**config.mk**
```make
export PLATFORM = sky130hd
export DESIGN_NAME = i2c_reg_arbiter
export DESIGN_NICKNAME = d
export VERILOG_FILES = /design/src/rtl/i2c_reg_arbiter.sv
export SDC_FILE = /design/constraint.sdc
export NUM_CORES = 1
export LEC_CHECK = 0
export CORE_MARGIN = 4
export CORE_UTILIZATION = 45
export CTS_CLUSTER_SIZE = 20
export DETAILED_ROUTE_END_ITERATION = 16
export PLACE_DENSITY = 0.84
export SETUP_SLACK_MARGIN = 0.02
export SKIP_CTS_REPAIR_TIMING = 1
export SLEW_MARGIN = 20
export SYNTH_ARGS = -nofsm -noshare
export SYNTH_HDL_FRONTEND = slang
export SYNTH_SLANG_ARGS = --single-unit
```
**constraint.sdc**
```tcl
create_clock -name clk -period 2.3 [get_ports clk]
set_input_delay 0.46 -clock clk [delete_from_list [all_inputs] [get_ports clk]]
set_output_delay 0.46 -clock clk [all_outputs]
set_load 0.02 [all_outputs]
```
**src/rtl/i2c_reg_arbiter.sv**
```systemverilog
// Shares one register-bank port between the I2C bridge (1-entry strobe slot) and a local host (req/gnt).
// Optional I2C write protection above PROT_BASE is enabled by defining I2C_WR_PROTECT_EN.
module i2c_reg_arbiter #(
  parameter int unsigned       ADDR_W    = 16,
  parameter int unsigned       DATA_W    = 32,
  parameter int unsigned       RD_LAT    = 1,
  parameter logic [ADDR_W-1:0] PROT_BASE = 16'hF000
) (
  input  logic              clk,
  input  logic              rst_n,
  input  logic [ADDR_W-1:0] i2c_addr,
  input  logic [DATA_W-1:0] i2c_wdata,
  input  logic              i2c_wr_en,
  input  logic              i2c_rd_en,
  output logic [DATA_W-1:0] i2c_rdata,
  output logic              i2c_rvalid,
  output logic              i2c_busy,
  output logic              i2c_ovf,
  input  logic              host_req,
  input  logic              host_we,
  input  logic [ADDR_W-1:0] host_addr,
  input  logic [DATA_W-1:0] host_wdata,
  output logic              host_gnt,
  output logic [DATA_W-1:0] host_rdata,
  output logic              host_rvalid,
  output logic [ADDR_W-1:0] reg_addr,
  output logic [DATA_W-1:0] reg_wdata,
  output logic              reg_wr_en,
  output logic              reg_rd_en,
  input  logic [DATA_W-1:0] reg_rdata
);

  localparam int unsigned CNT_W = 2;
`ifdef I2C_WR_PROTECT_EN
  localparam bit PROT_EN = 1'b1;
`else
  localparam bit PROT_EN = 1'b0;
`endif

  typedef enum logic [1:0] {IDLE, ISSUE, RDWAIT} state_t;

  state_t             state;
  logic               slot_v;
  logic               slot_we;
  logic [ADDR_W-1:0]  slot_addr;
  logic [DATA_W-1:0]  slot_wdata;
  logic               own_host;
  logic               last_host;
  logic [CNT_W-1:0]   cnt;

  logic idle;
  logic slot_prot;
  logic i2c_cand;
  logic pick_i2c;
  logic pick_host;
  logic slot_take;
  logic strobe_one;
  logic strobe_both;

  // Arbitration: a lone candidate wins, a tie goes to the master that did not own the last access.
  assign idle        = (state == IDLE);
  assign slot_prot   = PROT_EN && slot_v && slot_we && (slot_addr >= PROT_BASE);
  assign i2c_cand    = slot_v && !slot_prot;
  assign pick_i2c    = i2c_cand && (!host_req || last_host);
  assign pick_host   = host_req && (!i2c_cand || !last_host);
  assign slot_take   = idle && (pick_i2c || slot_prot);
  assign strobe_one  = i2c_wr_en ^ i2c_rd_en;
  assign strobe_both = i2c_wr_en & i2c_rd_en;

  assign i2c_busy = slot_v | (!idle && !own_host);

  always_ff @(posedge clk or negedge rst_n) begin
    if (!rst_n) begin
      state       <= IDLE;
      slot_v      <= 1'b0;
      slot_we     <= 1'b0;
      slot_addr   <= '0;
      slot_wdata  <= '0;
      own_host    <= 1'b0;
      last_host   <= 1'b1;
      cnt         <= '0;
      reg_addr    <= '0;
      reg_wdata   <= '0;
      reg_wr_en   <= 1'b0;
      reg_rd_en   <= 1'b0;
      host_gnt    <= 1'b0;
      host_rdata  <= '0;
      host_rvalid <= 1'b0;
      i2c_rdata   <= '0;
      i2c_rvalid  <= 1'b0;
      i2c_ovf     <= 1'b0;
    end else begin
      reg_wr_en   <= 1'b0;
      reg_rd_en   <= 1'b0;
      host_gnt    <= 1'b0;
      host_rvalid <= 1'b0;
      i2c_rvalid  <= 1'b0;

      // Slot: a strobe landing in the consuming cycle refills it; otherwise a full slot drops it.
      if (slot_take) slot_v <= 1'b0;
      if (strobe_one && (!slot_v || slot_take)) begin
        slot_v    <= 1'b1;
        slot_we   <= i2c_wr_en;
        slot_addr <= i2c_addr;
        if (i2c_wr_en) slot_wdata <= i2c_wdata;
      end
      if (strobe_both || (strobe_one && slot_v && !slot_take) || (idle && slot_prot))
        i2c_ovf <= 1'b1;

      case (state)
        IDLE: begin
          if (pick_i2c || pick_host) begin
            state     <= ISSUE;
            own_host  <= pick_host;
            last_host <= pick_host;
            host_gnt  <= pick_host;
            if (pick_host) begin
              reg_addr  <= host_addr;
              reg_wdata <= host_wdata;
              reg_wr_en <= host_we;
              reg_rd_en <= !host_we;
            end else begin
              reg_addr  <= slot_addr;
              reg_wdata <= slot_wdata;
              reg_wr_en <= slot_we;
              reg_rd_en <= !slot_we;
            end
          end
        end
        ISSUE: begin
          if (reg_wr_en) begin
            state <= IDLE;
          end else begin
            state <= RDWAIT;
            cnt   <= CNT_W'(RD_LAT - 1);
          end
        end
        RDWAIT: begin
          // The last wait cycle is the one where the bank data is valid.
          if (cnt == '0) begin
            state <= IDLE;
            if (own_host) begin
              host_rdata  <= reg_rdata;
              host_rvalid <= 1'b1;
            end else begin
              i2c_rdata  <= reg_rdata;
              i2c_rvalid <= 1'b1;
            end
          end else begin
            cnt <= cnt - CNT_W'(1);
          end
        end
        default: state <= IDLE;
      endcase
    end
  end

endmodule
```
==> impl_metrics.yaml <==
sta:
  maxSlewViolCount: 0
  finalSetupTns_ns: 0
  min_period_over_period_pct: 86.8
  grt_setup_unrepaired: "no"
  setup_viol: 0
  worstMarginPinSlew_ns: 0.658
  hold_viol_final: 0
  max_slew_margin_pct: 56.1
  fmax_ghz: 0.501
  clock_skew_ns: 0.00981
  fin_crit_ns: 2.00
layout:
  syn2layout_area_growth_pct: 47.6
  num_antenna_cells: 0
  utilization_pct: 67.8
  drive_gt1_share_pct: 27.5
  mostFrequentLayoutCells: "clkdlybuf4s50_1, dfrtp_1, mux2_2"
  final_net_count: 953
  design_area_um2: 10800
  final_common_cell: "clkdlybuf4s50_1"
synth:
  synth_top_family_by_area: "multiplexers"
  yosysTopAreaCell: "dfrtp_1"
  synthDistinctLibCells: 36
  synth_area_um2: 7320
  synthAdderAreaFrac_pct: 0.342
  ys_ff_latch: 174
  synthTopCellsByArea: "dfrtp_1, mux2_2, nand2_1"
  synth_top_area_share_pct: 59.1
  syn_area_per_cell_um2: 13.1
  synthCells: 558
  synth_nets: 694
  synthSimpleGateAreaFrac_pct: 6.83
  synth_compound_area_share_pct: 5.36
  yosysWarnings: 0
  synth_xor_area_share_pct: 0
  yosysSeqAreaShare_pct: 59.5
  synthMuxAreaShare_pct: 24.9
critical_path:
  crit_fanout: 7
  crit_required_ns: 1.84
  path_class: "register to output port"
  end_kind: "output port"
  cp_data_arrival_time_ns: 1.54
  critPathLaunchType: "register"
power:
  power-per-cell-area_nw_per_um2: 1460
  power.leakage_nw: 4.62
  ir_drop_uv: 815
drt:
  wirelength_um: 20100
  ant_nets: 0
  detail_route.wl_per_cell_um: 19.2
  drc: 0
  viasPerCell: 5.17
  drt_iter0_markers: 183
  dr.pass1.iters: 4
  vias: 5412
placement:
  placed_area_um2: 10200
  dp_hpwl_um: 14700
  numPortBuffers: 252
  gp_congestion: 0.853
global_routing:
  antenna_found_initial: 1
  grt_pass1_vias: 6004
  grt_util_all_layers_pct: 22.1
  grt_pass1_wl_um: 31700
  grt_max_degree: 66
  grt_overflow: 0
clock_network:
  clockRootBuffer: "clkbuf_16"
  cts_tree: "done"
  cts_inserted_buffers: 17
  clk_pin_slew_ns: 0.07
  clk_latency_ns: 0.42
  cts.sinks: 174
  h-tree-depth: 4
  cts_buffer_depth: 2
die:
  core.rowCount: 46
  core_um2: 15900
  dieHeight_um: 136
  pin_count: 253
  initial_core_util_pct: 45.9
  fp.dieW_um: 136
  die_area_um2: 18400
hold_path:
  hold_class: "input pin to asynchronous set/reset pin"
outcome:
  status: "finished clean"
run:
  maxCapViolations: 0
==> registers in the layout, summed over array words and instances (netlist names), 2 cells and up <==
register	flops
reg_addr	16
slot_wdata	32
state	2
cnt	2
slot_addr	16
i2c_rdata	32
reg_wdata	32
host_rdata	32
==> kinds of logic (layout without fill, tap and decap cells) <==
kind of cell | after synthesis | after routing
adders and majority gates | 2 | 2
buffers and inverters | 44 | 316
AOI/OAI and AO/OA | 61 | 61
muxes | 162 | 162
DFF | 174 | 174
and+or+nand+nor | 115 | 115
==> cells in the mapped netlist <==
master and count:
dfrtp_1 173, mux2_2 161, nand2_1 98, o22ai_1 49, buf_2 17, clkbuf_1 14, buf_4 5, inv_1 4
and2_1 3, buf_6 3, nor2_1 3, ha_1 2, nand3b_1 2, o21ai_0 2, a211o_1 1, a21boi_2 1
a21o_1 1, a21oi_1 1, a22oi_1 1, a2bb2oi_1 1, a31oi_1 1, and3b_1 1, dfstp_2 1, inv_2 1
mux2i_1 1, nand2b_1 1, nand2b_4 1, nand4b_1 1, nor2_2 1, nor2b_1 1, nor3b_4 1, nor4_2 1
o21ai_1 1, o21bai_1 1, o31a_1 1, or2_1 1
==> critical path: stages (launching register included) <==
cell and delay [ns]:
dfrtp_1 0.52, nor2_2 0.14, o21bai_1 0.16, dlymetal6s2s_1 0.31
==> through the flow <==
| stage | setup slack, ns | hold slack [ns] | std cells | total power, mW |
|---|---|---|---|---|
| detailed placement | 0.0482 | 0.481 | 1014 | 13.2 |
| floorplan | 0.598 | 0.164 | 558 | 9.65 |
| global placement | 0.129 | 0.464 | 1014 | 12.8 |
| finish | 0.304 | 0.0223 | 1046 | 15.8 |
| CTS | -0.101 | 0.0496 | 1046 | 16.0 |
| global route | 0.220 | 0.0615 | 1046 | 16.7 |
==> metal layers <==
layer / global-route usage, % / vias to the layer above / part of all wire [%]
met3: 9.51 / 24 / 9.7
met5: 0 / - / 0.065
li1: - / 2486 / -
met4: 6.72 / 2 / 1.3
met2: 37.3 / 231 / 50
met1: 25.7 / 2669 / 39
==> power by group <==
part	switching (mW)	internal [mW]	total, mW
Clock	1.24	1.55	2.79
Combinational	3.51	4.08	7.60
Sequential	0.885	4.56	5.44
Total	5.64	10.2	15.8
==> cell type report <==
class                      instances  area (um2)
sequential                       174        4360
inverter                           5        18.8
fill                            1128        5130
clock inverter                    13         134
timing repair buffer             279        2830
multi-input combinational        340        2760
clock buffer                      19         443
tap                              216         270
==> final timing paths <==
check | end | slack, ns | cells after the start | from
max | i2c_busy | 0.30 | 3 | state[0]
min | i2c_rdata[12] | 0.02 | 1 | rst_n
max reg2reg | reg_wdata[28] | 0.45 | 5 | state[0]
min reg2reg | i2c_ovf | 0.50 | 1 | i2c_ovf
max in group asynchronous | last_host | 1.53 | 2 | rst_n
min in group clk | i2c_ovf | 0.50 | 1 | i2c_ovf
(Power assumes the default switching activity.)
